**src/rtl/tpx3_seq_pkg.sv**
```systemverilog
// Shared definitions for the Timepix3 acquisition sequencer: state encoding and default widths.
package tpx3_seq_pkg;

  localparam int unsigned CNT_WIDTH_DEF = 32;
  localparam int unsigned TP_WIDTH_DEF  = 16;
  localparam int unsigned T0_LEN_DEF    = 4;

  typedef enum logic [2:0] {
    ST_IDLE  = 3'd0,
    ST_T0    = 3'd1,
    ST_DELAY = 3'd2,
    ST_OPEN  = 3'd3,
    ST_GAP   = 3'd4
  } seq_state_e;

endpackage

```
**src/rtl/tpx3_tpulse_gen.sv**
```systemverilog
// Test-pulse generator: produces EXT_TPULSE inside each shutter window from offset/period/width/count.
// Driven by the next-cycle window flag so that its registered output lines up with SHUTTER.
module tpx3_tpulse_gen
  import tpx3_seq_pkg::*;
#(
  parameter int unsigned TP_WIDTH_W = TP_WIDTH_DEF
) (
  input  logic                  clk,
  input  logic                  rst_n,
  input  logic                  win_open_nxt,
  input  logic [TP_WIDTH_W-1:0] tp_num,
  input  logic [TP_WIDTH_W-1:0] tp_offset,
  input  logic [TP_WIDTH_W-1:0] tp_period,
  input  logic [TP_WIDTH_W-1:0] tp_width,
  output logic                  ext_tpulse
);

  localparam logic [TP_WIDTH_W-1:0] ONE = TP_WIDTH_W'(1);

  logic                  win_q, win_d;
  logic                  started_q, started_d;
  logic [TP_WIDTH_W-1:0] off_q, off_d;
  logic [TP_WIDTH_W-1:0] per_q, per_d;
  logic [TP_WIDTH_W-1:0] wid_q, wid_d;
  logic [TP_WIDTH_W-1:0] num_q, num_d;
  logic                  ext_q, ext_d;

  logic [TP_WIDTH_W-1:0] per_eff_c, wid_cap_c, wid_eff_c, num_lim_c;
  logic                  new_win_c, rise_c;

  // Period 0 acts as 1 but allows only the first pulse; width is kept below the period.
  assign per_eff_c = (tp_period == '0) ? ONE : tp_period;
  assign wid_cap_c = per_eff_c - ONE;
  assign wid_eff_c = (wid_cap_c == '0 || tp_width == '0) ? ONE :
                     ((tp_width < wid_cap_c) ? tp_width : wid_cap_c);
  assign num_lim_c = (tp_period == '0 && tp_num != '0) ? ONE : tp_num;
  assign new_win_c = win_open_nxt && !win_q;

  always_comb begin
    win_d     = win_open_nxt;
    started_d = started_q;
    off_d     = off_q;
    per_d     = per_q;
    wid_d     = wid_q;
    num_d     = num_q;
    rise_c    = 1'b0;
    ext_d     = 1'b0;
    if (!win_open_nxt) begin
      started_d = 1'b0;
      off_d     = '0;
      per_d     = '0;
      wid_d     = '0;
      num_d     = '0;
    end else begin
      if (new_win_c) begin
        started_d = 1'b0;
        off_d     = tp_offset;
        per_d     = '0;
        wid_d     = '0;
        num_d     = '0;
      end else if (!started_q && off_q != '0) begin
        off_d = off_q - ONE;
      end else if (started_q) begin
        per_d = per_q + ONE;
      end
      if (num_d < num_lim_c) begin
        if (!started_d) rise_c = (off_d == '0);
        else            rise_c = (per_d == per_eff_c);
      end
      // A rise reloads the width counter; otherwise the current pulse drains.
      if (rise_c) begin
        started_d = 1'b1;
        per_d     = '0;
        wid_d     = wid_eff_c;
        num_d     = num_d + ONE;
      end else if (wid_d != '0) begin
        wid_d = wid_d - ONE;
      end
      ext_d = (wid_d != '0);
    end
  end

  always_ff @(posedge clk or negedge rst_n) begin
    if (!rst_n) begin
      win_q     <= 1'b0;
      started_q <= 1'b0;
      off_q     <= '0;
      per_q     <= '0;
      wid_q     <= '0;
      num_q     <= '0;
      ext_q     <= 1'b0;
    end else begin
      win_q     <= win_d;
      started_q <= started_d;
      off_q     <= off_d;
      per_q     <= per_d;
      wid_q     <= wid_d;
      num_q     <= num_d;
      ext_q     <= ext_d;
    end
  end

  assign ext_tpulse = ext_q;

endmodule

```
**src/rtl/tpx3_frame_seq.sv**
```systemverilog
// Timepix3 acquisition sequencer: T0 pulse, pre-delay, then N shutter windows separated by gaps.
// Every output is a flop loaded from the next-state decode.
module tpx3_frame_seq
  import tpx3_seq_pkg::*;
#(
  parameter int unsigned CNT_WIDTH  = CNT_WIDTH_DEF,
  parameter int unsigned TP_WIDTH_W = TP_WIDTH_DEF,
  parameter int unsigned T0_LEN     = T0_LEN_DEF
) (
  input  logic                  BUS_CLK,
  input  logic                  BUS_RST_N,
  input  logic                  START,
  input  logic                  STOP,
  input  logic                  EN_T0,
  input  logic [CNT_WIDTH-1:0]  DELAY_LEN,
  input  logic [CNT_WIDTH-1:0]  SHUTTER_LEN,
  input  logic [CNT_WIDTH-1:0]  GAP_LEN,
  input  logic [CNT_WIDTH-1:0]  FRAMES,
  input  logic [TP_WIDTH_W-1:0] TP_NUM,
  input  logic [TP_WIDTH_W-1:0] TP_OFFSET,
  input  logic [TP_WIDTH_W-1:0] TP_PERIOD,
  input  logic [TP_WIDTH_W-1:0] TP_WIDTH,
  output logic                  SHUTTER,
  output logic                  T0_SYNC,
  output logic                  EXT_TPULSE,
  output logic                  FRAME_START,
  output logic                  BUSY,
  output logic                  DONE,
  output logic [CNT_WIDTH-1:0]  FRAME_CNT
);

  localparam logic [CNT_WIDTH-1:0] ONE     = CNT_WIDTH'(1);
  localparam logic [CNT_WIDTH-1:0] T0_LAST = CNT_WIDTH'(T0_LEN - 1);

  seq_state_e state_q, state_d;
  logic [CNT_WIDTH-1:0]  cnt_q, cnt_d;
  logic [CNT_WIDTH-1:0]  frame_cnt_q, frame_cnt_d;
  logic [CNT_WIDTH-1:0]  delay_len_q, delay_len_d;
  logic [CNT_WIDTH-1:0]  shutter_len_q, shutter_len_d;
  logic [CNT_WIDTH-1:0]  gap_len_q, gap_len_d;
  logic [CNT_WIDTH-1:0]  frames_q, frames_d;
  logic [TP_WIDTH_W-1:0] tp_num_q, tp_num_d;
  logic [TP_WIDTH_W-1:0] tp_offset_q, tp_offset_d;
  logic [TP_WIDTH_W-1:0] tp_period_q, tp_period_d;
  logic [TP_WIDTH_W-1:0] tp_width_q, tp_width_d;
  logic shutter_q, shutter_d;
  logic t0_sync_q, t0_sync_d;
  logic frame_start_q, frame_start_d;
  logic busy_q, busy_d;
  logic done_q, done_d;

  logic                 t0_last_c, delay_last_c, open_last_c, gap_last_c;
  logic [CNT_WIDTH-1:0] frame_inc_c;

  // Zero-length OPEN/GAP still last one cycle.
  assign t0_last_c    = (cnt_q == T0_LAST);
  assign delay_last_c = (cnt_q == delay_len_q - ONE);
  assign open_last_c  = (shutter_len_q == '0) || (cnt_q == shutter_len_q - ONE);
  assign gap_last_c   = (gap_len_q == '0) || (cnt_q == gap_len_q - ONE);
  assign frame_inc_c  = frame_cnt_q + ONE;

  always_comb begin
    state_d       = state_q;
    cnt_d         = cnt_q;
    frame_cnt_d   = frame_cnt_q;
    delay_len_d   = delay_len_q;
    shutter_len_d = shutter_len_q;
    gap_len_d     = gap_len_q;
    frames_d      = frames_q;
    tp_num_d      = tp_num_q;
    tp_offset_d   = tp_offset_q;
    tp_period_d   = tp_period_q;
    tp_width_d    = tp_width_q;
    done_d        = 1'b0;

    unique case (state_q)
      ST_IDLE: begin
        if (START && !STOP) begin
          delay_len_d   = DELAY_LEN;
          shutter_len_d = SHUTTER_LEN;
          gap_len_d     = GAP_LEN;
          frames_d      = FRAMES;
          tp_num_d      = TP_NUM;
          tp_offset_d   = TP_OFFSET;
          tp_period_d   = TP_PERIOD;
          tp_width_d    = TP_WIDTH;
          frame_cnt_d   = '0;
          cnt_d         = '0;
          if (EN_T0)                state_d = ST_T0;
          else if (DELAY_LEN != '0) state_d = ST_DELAY;
          else                      state_d = ST_OPEN;
        end
      end
      ST_T0: begin
        if (t0_last_c) begin
          cnt_d   = '0;
          state_d = (delay_len_q != '0) ? ST_DELAY : ST_OPEN;
        end else begin
          cnt_d = cnt_q + ONE;
        end
      end
      ST_DELAY: begin
        if (delay_last_c) begin
          cnt_d   = '0;
          state_d = ST_OPEN;
        end else begin
          cnt_d = cnt_q + ONE;
        end
      end
      ST_OPEN: begin
        if (open_last_c) begin
          cnt_d       = '0;
          frame_cnt_d = frame_inc_c;
          if (frames_q != '0 && frame_inc_c == frames_q) begin
            state_d = ST_IDLE;
            done_d  = 1'b1;
          end else begin
            state_d = ST_GAP;
          end
        end else begin
          cnt_d = cnt_q + ONE;
        end
      end
      ST_GAP: begin
        if (gap_last_c) begin
          cnt_d   = '0;
          state_d = ST_OPEN;
        end else begin
          cnt_d = cnt_q + ONE;
        end
      end
      default: begin
        state_d = ST_IDLE;
        cnt_d   = '0;
      end
    endcase

    // Abort: a partially exposed frame is not counted.
    if (state_q != ST_IDLE && STOP) begin
      state_d     = ST_IDLE;
      cnt_d       = '0;
      frame_cnt_d = frame_cnt_q;
      done_d      = 1'b1;
    end

    shutter_d     = (state_d == ST_OPEN);
    t0_sync_d     = (state_d == ST_T0);
    frame_start_d = (state_d == ST_OPEN) && (state_q != ST_OPEN);
    busy_d        = (state_d != ST_IDLE);
  end

  always_ff @(posedge BUS_CLK or negedge BUS_RST_N) begin
    if (!BUS_RST_N) begin
      state_q       <= ST_IDLE;
      cnt_q         <= '0;
      frame_cnt_q   <= '0;
      delay_len_q   <= '0;
      shutter_len_q <= '0;
      gap_len_q     <= '0;
      frames_q      <= '0;
      tp_num_q      <= '0;
      tp_offset_q   <= '0;
      tp_period_q   <= '0;
      tp_width_q    <= '0;
      shutter_q     <= 1'b0;
      t0_sync_q     <= 1'b0;
      frame_start_q <= 1'b0;
      busy_q        <= 1'b0;
      done_q        <= 1'b0;
    end else begin
      state_q       <= state_d;
      cnt_q         <= cnt_d;
      frame_cnt_q   <= frame_cnt_d;
      delay_len_q   <= delay_len_d;
      shutter_len_q <= shutter_len_d;
      gap_len_q     <= gap_len_d;
      frames_q      <= frames_d;
      tp_num_q      <= tp_num_d;
      tp_offset_q   <= tp_offset_d;
      tp_period_q   <= tp_period_d;
      tp_width_q    <= tp_width_d;
      shutter_q     <= shutter_d;
      t0_sync_q     <= t0_sync_d;
      frame_start_q <= frame_start_d;
      busy_q        <= busy_d;
      done_q        <= done_d;
    end
  end

  // Fed with next-cycle config so a run starting straight into OPEN sees the new TP fields.
  tpx3_tpulse_gen #(
    .TP_WIDTH_W (TP_WIDTH_W)
  ) u_tpulse (
    .clk          (BUS_CLK),
    .rst_n        (BUS_RST_N),
    .win_open_nxt (shutter_d),
    .tp_num       (tp_num_d),
    .tp_offset    (tp_offset_d),
    .tp_period    (tp_period_d),
    .tp_width     (tp_width_d),
    .ext_tpulse   (EXT_TPULSE)
  );

  assign SHUTTER     = shutter_q;
  assign T0_SYNC     = t0_sync_q;
  assign FRAME_START = frame_start_q;
  assign BUSY        = busy_q;
  assign DONE        = done_q;
  assign FRAME_CNT   = frame_cnt_q;

endmodule

```
**config.mk**
```make
export PLATFORM = sky130hd
export DESIGN_NAME = tpx3_frame_seq
export DESIGN_NICKNAME = d
export VERILOG_FILES = /design/src/rtl/tpx3_seq_pkg.sv /design/src/rtl/tpx3_tpulse_gen.sv /design/src/rtl/tpx3_frame_seq.sv
export SDC_FILE = /design/constraint.sdc
export NUM_CORES = 1
export LEC_CHECK = 0
export CAP_MARGIN = 10
export CELL_PAD_IN_SITES_DETAIL_PLACEMENT = 1
export CELL_PAD_IN_SITES_GLOBAL_PLACEMENT = 2
export CORE_MARGIN = 3
export CORE_UTILIZATION = 35
export DETAILED_ROUTE_END_ITERATION = 10
export PLACE_DENSITY = 0.88
export RECOVER_POWER = 100
export SETUP_SLACK_MARGIN = 0.5
export SLEW_MARGIN = 20
export SYNTH_ARGS = -nofsm -noshare
export SYNTH_HDL_FRONTEND = slang
export SYNTH_SLANG_ARGS = --single-unit
```
**constraint.sdc**
```tcl
create_clock -name BUS_CLK -period 8.25 [get_ports BUS_CLK]
set_clock_uncertainty 0.2 [all_clocks]
set_input_delay 1.65 -clock BUS_CLK [delete_from_list [all_inputs] [get_ports BUS_CLK]]
set_output_delay 1.65 -clock BUS_CLK [all_outputs]
set_load 0.005 [all_outputs]
```
==> summary.md, run 1 <==
| Metric | Value |
|---|---|
| Gr usage total | `0.2444` |
| DPL Wire Length | `59440 microns` |
| Port bufs | `234` |
| Hold Crit Class | `register to register` |
| Library cells used by synthesis | `83` |
| Iter 0 DRT Violations | `1332` |
| Leading area contributor after synthesis | `dfrtp_1` |
| Die Ht | `254.6 microns` |
| Total congestion overflow | `0` |
| Critical Path RT | `8510 ps` |
| Via count | `20440` |
| Clock Sinks | `330` |
| Die area | `0.06480 sq mm` |
| Layout cells sized above 1 | `0.04975` |
| Setup Buffers After CTS | `0` |
| RSZ-0062 raised after global routing | `yes` |
| Post-synthesis cell area | `0.02162 sq mm` |
| Crit path arrival time | `7950 ps` |
| Period utilisation layout | `0.9326` |
| CP Class | `primary input to register` |
| Nets@finish | `3042` |
| Slew Limit Headroom | `-1.959` |
| Core box area | `0.06070 sq mm` |
| Htree depth | `2` |
| Failing checks | `capacitance limit, slew limit` |
| Number of global-route vias before repair | `21570` |
| Initial Util | `0.3563` |
| Crit path time final | `7694 ps` |
| VDD IR max | `0.4582 mV` |
| Tot Pwr | `11.00 mW` |
| Multi-input gate area | `0.01255 sq mm` |
| Synth Register Bits | `330` |
| Vias/cell | `5.651` |
| Met3 GRT Util | `0.03049` |
| Startpoint Class | `primary input` |
| Met1 Track Usage GR | `0.3139` |
| Clock tree from TritonCTS | `built` |
| Synth warn | `0` |
| Lkg Pwr | `11.50 nW` |
| Crit end category | `register` |
| First-pass detailed-route iteration total | `5` |
| Slew @ Worst Pin | `4438 ps` |
| Avg Inst Size Synth | `8.176 sq um` |
| Largest net degree at the start of global routing | `127` |
| Resize count post-CTS | `1` |
| Max Cap Viol | `8` |
| EDFF count, synth | `0` |
| Final hold vios | `0` |
| Root buffer cell | `clkbuf_16` |
| Routed WL | `79920 microns` |
| Status | `finished, violations left` |
| Final worst slack | `555.7 ps` |
| Critical Path Start | `STOP` |
| First-pass GRT wire length | `124800 microns` |
| Placed insts | `3539` |
| GR peak layer | `met2` |
| Fillcell total | `7120` |
| RR Startpoint | `shutter_len_q[0]` |
| Top FF cell, synth | `dfrtp_1` |
| Pwr per Cell Area | `422.6 mW/mm^2` |
| Top post-synthesis cells by area | `dfrtp_1, nand2_1, xnor2_1` |
| Max Root-Sink Buffers | `3` |
| Asr flop ratio synth | `1.000` |
| Non-filler cells, final | `3617` |
| Routing usage on met2 | `0.4308` |
| DIE WIDTH | `254.6 microns` |
| Maximum operating frequency | `0.1300 GHz` |
| Top cell type's share of synthesized area | `0.3819` |
| Clock-pin slew on the worst setup and hold paths | `60 ps` |
| Routability congestion estimate | `0.9083` |
| Critical Path Fanout Max | `18` |
| FP Rows | `90` |
| Cts hold-fix bufs | `0` |
| Worst hold start | `tp_offset_q[10]` |
| Count leader, synth | `nand2_1` |
| Antenna violations before repair | `3` |
| Final setup TNS | `0 ps` |
| Syn Nets | `2886` |
| DRC errors left | `0` |
| Setup WS pre-CTS | `112.2 ps` |
| Setup violators final | `0` |
| Inserted Clock Buffers | `42` |
| Seq/Total Area, Yosys | `0.3819` |
| Worst hold slack | `316.3 ps` |
| Synth-to-Final Area Change | `20.33%` |
| Clock latency on the worst-skew pair | `580 ps` |
| Post-route ant nets | `0` |
| DR WL/cell | `22.09 microns` |
| I/O pin cnt | `235` |
| Top post-synthesis cells by count | `nand2_1, dfrtp_1, nor2_1` |
| Mapped Cells | `2645` |
| Pins Over Slew Limit | `596` |
| Register Area | `0.008258 sq mm` |
critical path: stages:
cell and delay (ps):
dlygate4sd3_1 680, nand2b_1 310, nor2_4 320, clkbuf_4 210
clkbuf_1 720, nand2_1 220, a21oi_1 310, nand3_1 150
nand3_1 520, nand2_1 160, ha_1 330, a21o_1 170
a21o_1 170, a21oi_1 180, nor2b_1 80, o21ai_0 160
nand2b_1 80, a21o_1 180, a211o_1 330, inv_1 120
o211ai_1 160, nor2_4 310, nand4_1 140, mux2_2 300
stage by stage:
step                area (sq um)    util
floorplan                  21620       -
global placement           24620  0.4056
detailed placement         24630  0.4058
CTS                        26060  0.4294
global route               26020  0.4287
finish                     26020  0.4287
kinds of logic after synthesis:
family / synth area share
compound gates: 0.1121
xor+xnor: 0.1069
fa+ha+maj: 0.02546
buf+inv: 0.04033
flops: 0.3819
mux: 0.03460
simple gates: 0.2987
state kept, by name, indices dropped and copies added, names as in the netlist:
register and flops:
BUSY 1, gap_len_q 32, delay_len_q 32, tp_period_q 16, frames_q 32, cnt_q 32, state_q 3, T0_SYNC 1
shutter_len_q 32, u_tpulse.per_q 16, FRAME_CNT 32, tp_num_q 16, tp_width_q 16, u_tpulse.num_q 16, u_tpulse.ext_tpulse 1, u_tpulse.started_q 1
DONE 1, tp_offset_q 16, u_tpulse.wid_q 16, u_tpulse.off_q 16, u_tpulse.win_q 1, FRAME_START 1
per-layer routing:
metal / vias to the layer above / routed length [microns]
li1: 9514 / -
met3: 130 / 3158
met1: 10370 / 34630
met2: 425 / 39860
met4: 2 / 2258
met5: - / 13
layout by cell type (no fill, tap or decap), types with 9 or more instances in the layout:
cell	n
nand2_1	598
dfrtp_1	330
clkdlybuf4s50_1	194
nor2_1	173
xnor2_1	168
o21ai_0	114
nand3_1	103
xor2_1	96
nor4_1	91
nor3_1	78
inv_1	73
a21oi_1	69
mux2i_1	59
and3_1	52
nand4_1	47
ha_1	44
clkbuf_16	42
dlygate4sd3_1	39
a21o_1	33
a211oi_1	27
o31ai_1	23
or3_1	22
or4_1	22
nor3b_1	22
nor2b_1	21
nand2b_1	20
buf_4	18
and2_1	16
nand3b_1	15
a31oi_1	13
clkbuf_1	13
mux2_2	12
clkinv_2	12
o211ai_1	11
and4_1	9
or2_2	9
clkbuf_8	9
worst paths after layout:
kind                                      end  slack, ps  cells after the start
max in group asynchronous   u_tpulse.wid_q[9]       1560                      2
min in group asynchronous       gap_len_q[15]       2460                      1
min                           tp_offset_q[10]        320                      2
max reg2reg                u_tpulse.num_q[13]        830                     26
max                        u_tpulse.num_q[13]        560                     24
min reg2reg                   tp_offset_q[10]        320                      2
power by group:
part           leakage, nW  switching (mW)  internal [mW]
clock                0.708           0.789           1.15
combinational         6.51            3.90           2.35
sequential            4.28           0.682           2.14
final cells by class:
type	instances	share of cell area
repair buffers	264	0.09751
diodes	1	0.00009617
multi-input cells	2090	0.4822
well taps	782	0.03760
inverters	73	0.01053
clock buffers	56	0.04587
clock inverters	21	0.008799
flip-flops and latches	330	0.3174
(Power assumes the default switching activity.)
==> run 2: changes to the inputs <==
--- a/config.mk
+++ b/config.mk
@@ -11,6 +11,7 @@
 export CORE_MARGIN = 3
 export CORE_UTILIZATION = 35
 export DETAILED_ROUTE_END_ITERATION = 10
+export GPL_TIMING_DRIVEN = 0
 export PLACE_DENSITY = 0.88
 export RECOVER_POWER = 100
 export SETUP_SLACK_MARGIN = 0.5
==> summary.md, run 2 (synthesis results as in run 1) <==
| Metric | Value |
|---|---|
| Status | `finished, violations left` |
| Failing checks | `capacitance limit, slew limit` |
| Period utilisation layout | `0.9173 (-0.01531)` |
| Fillcell total | `7208 (+1.2%)` |
| Clock latency on the worst-skew pair | `580 ps (about the same)` |
| Design area | `0.02666 sq mm (+2.5%)` |
| Lkg Pwr | `11.74 nW (+2.1%)` |
| Non-filler cells, final | `3750 (+3.7%)` |
| Hold Crit Class | `register to register` |
| DIE WIDTH | `254.6 microns (unchanged)` |
| First-pass detailed-route iteration total | `5 (unchanged)` |
| Startpoint Class | `register` |
| Final core occ | `0.4393 (+0.01053)` |
| DR WL/cell | `22.06 microns (-0.14%)` |
| Multi-input gate area | `0.01261 sq mm (+0.53%)` |
| Post-route ant nets | `0 (unchanged)` |
| Crit path arrival time | `7800 ps (-150 ps)` |
| Gr usage total | `0.2516 (+0.007196)` |
| Initial Util | `0.3563 (unchanged)` |
| Pwr per Cell Area | `424.7 mW/mm^2 (+0.48%)` |
| Tot Pwr | `11.32 mW (+2.9%)` |
| DRC errors left | `0 (unchanged)` |
| Maximum operating frequency | `0.1321 GHz (+1.7%)` |
| Routed WL | `82740 microns (+3.5%)` |
| Layout cells sized above 1 | `0.05527 (+0.005522)` |
| Post-DP Area | `0.02503 sq mm (+1.7%)` |
| Slew @ Worst Pin | `4452 ps (+14.17 ps)` |
| Total congestion overflow | `0 (unchanged)` |
| Via count | `21040 (+2.9%)` |
| I/O pin cnt | `235 (unchanged)` |
| Clock Sinks | `330 (unchanged)` |
| Clock-pin slew on the worst setup and hold paths | `60 ps (about the same)` |
| Port bufs | `234 (unchanged)` |
| Htree depth | `2 (unchanged)` |
| First-pass GRT wire length | `127500 microns (+2.1%)` |
| Number of global-route vias before repair | `22200 (+2.9%)` |
| Register Area | `0.008258 sq mm (unchanged)` |
| Routability congestion estimate | `0.9218 (+1.5%)` |
| Crit path time final | `7568 ps (-126.3 ps)` |
| Most frequent cells in the layout | `nand2_1, dfrtp_1, clkdlybuf4s50_1` |
| FP Rows | `90 (unchanged)` |
| Die area | `0.06480 sq mm (unchanged)` |
| Critical Path Fanout Max | `10 (-8)` |
| Placed insts | `3664 (+3.5%)` |
| Antenna violations before repair | `3 (unchanged)` |
| Largest net degree at the start of global routing | `92 (-28%)` |
| Inserted Clock Buffers | `42 (unchanged)` |
| RSZ-0062 raised after global routing | `no` |
| Setup violators final | `0 (unchanged)` |
| Critical Path RT | `8480 ps (-30 ps)` |
| Vias/cell | `5.609 (-0.74%)` |
| Root buffer cell | `clkbuf_16` |
| Max Cap Viol | `2 (-6)` |
| Pins Over Slew Limit | `157 (-74%)` |
| Max Root-Sink Buffers | `3 (unchanged)` |
| Most common cell after layout, fill and taps aside | `nand2_1` |
| Clock tree from TritonCTS | `built` |
| Core box area | `0.06070 sq mm (unchanged)` |
| DPL Wire Length | `63540 microns (+6.9%)` |
| Nets@finish | `3178 (+4.5%)` |
| Die Ht | `254.6 microns (unchanged)` |
| CP Class | `register to register` |
| Synth-to-Final Area Change | `23.29%` |
| Iter 0 DRT Violations | `1196 (-10%)` |
| Final hold vios | `0 (unchanged)` |
| Crit end category | `register` |
| Slew Limit Headroom | `-1.968 (-0.009450)` |
| VDD IR max | `0.2863 mV (-38%)` |
==> run 2: where the power goes <==
part	leakage [nW]	switching, mW	total (mW)	internal [mW]
sequential	4.28	0.595	2.73	2.14
combinational	6.76	4.15	6.67	2.53
clock	0.697	0.767	1.92	1.15
total	11.7	5.51	11.3	5.81
==> run 2: stage by stage <==
| step | hold WS, ps | setup WS (ps) | setup TNS [ps] |
|---|---|---|---|
| 2_1_floorplan | 260.1 | 1430 | 0 |
| 3_3_place_gp | 285.6 | -9643 | -3230150 |
| 3_5_place_dp | 289.0 | -1377 | -60750 |
| 4_1_cts | 303.7 | 512.1 | 0 |
| 5_1_grt | 338.1 | 252.6 | 0 |
| 6_report | 302.2 | 682.0 | 0 |
==> run 2: layout make-up <==
class,instances,share of cell area
Antenna cell,1,0.00009386
Inverter,73,0.01028
Clock inverter,16,0.007133
Buffer,152,0.02487
Timing Repair Buffer,247,0.09255
Sequential cell,330,0.3097
Clock buffer,58,0.04548
Multi-Input combinational cell,2091,0.4732
Tap cell,782,0.03670
==> run 2: worst paths after layout <==
check,depth (start not counted),slack [ps],to,start
max,26,680,u_tpulse.ext_tpulse,shutter_len_q[0]
min,2,300,tp_offset_q[4],tp_offset_q[4]
max reg2reg,26,680,u_tpulse.ext_tpulse,shutter_len_q[0]
min reg2reg,2,300,tp_offset_q[4],tp_offset_q[4]
max in group asynchronous,3,1510,frames_q[11],BUS_RST_N
min in group asynchronous,1,2430,gap_len_q[13],BUS_RST_N
==> run 2: timing repair <==
item | CTS | global route
endpoints found under the setup margin | 50 | 50
setup buffers | 2 | 8
hold buffers | 0 | 0
pin swaps | 3 | 7
gates cloned | 1 | 0
resized for setup | 26 | 45
==> run 2: per-layer routing <==
layer	track usage	vias up	wire (microns)
met2	0.4340	466	39890
met1	0.3200	10600	36050
met4	0.09611	2	3445
met5	0	-	13
li1	-	9792	-
met3	0.03579	172	3345
==> run 2: critical path, stage by stage, from the launching register on <==
cell and delay (ps):
dfrtp_1 430, inv_1 160, ha_4 190, or4b_1 440, buf_2 200, or4_1 440, nor3_1 210, a31oi_1 80
a2111oi_0 450, nand4_1 230, or4_4 590, a211oi_4 280, a21o_1 160, buf_6 130, buf_6 150, buf_6 160
clkbuf_1 420, nand2_1 160, ha_1 270, nand4b_1 280, nand2_1 170, or4_1 560, or2_2 350, xor2_1 230
a41oi_1 140, nor4_1 210, a21oi_1 130
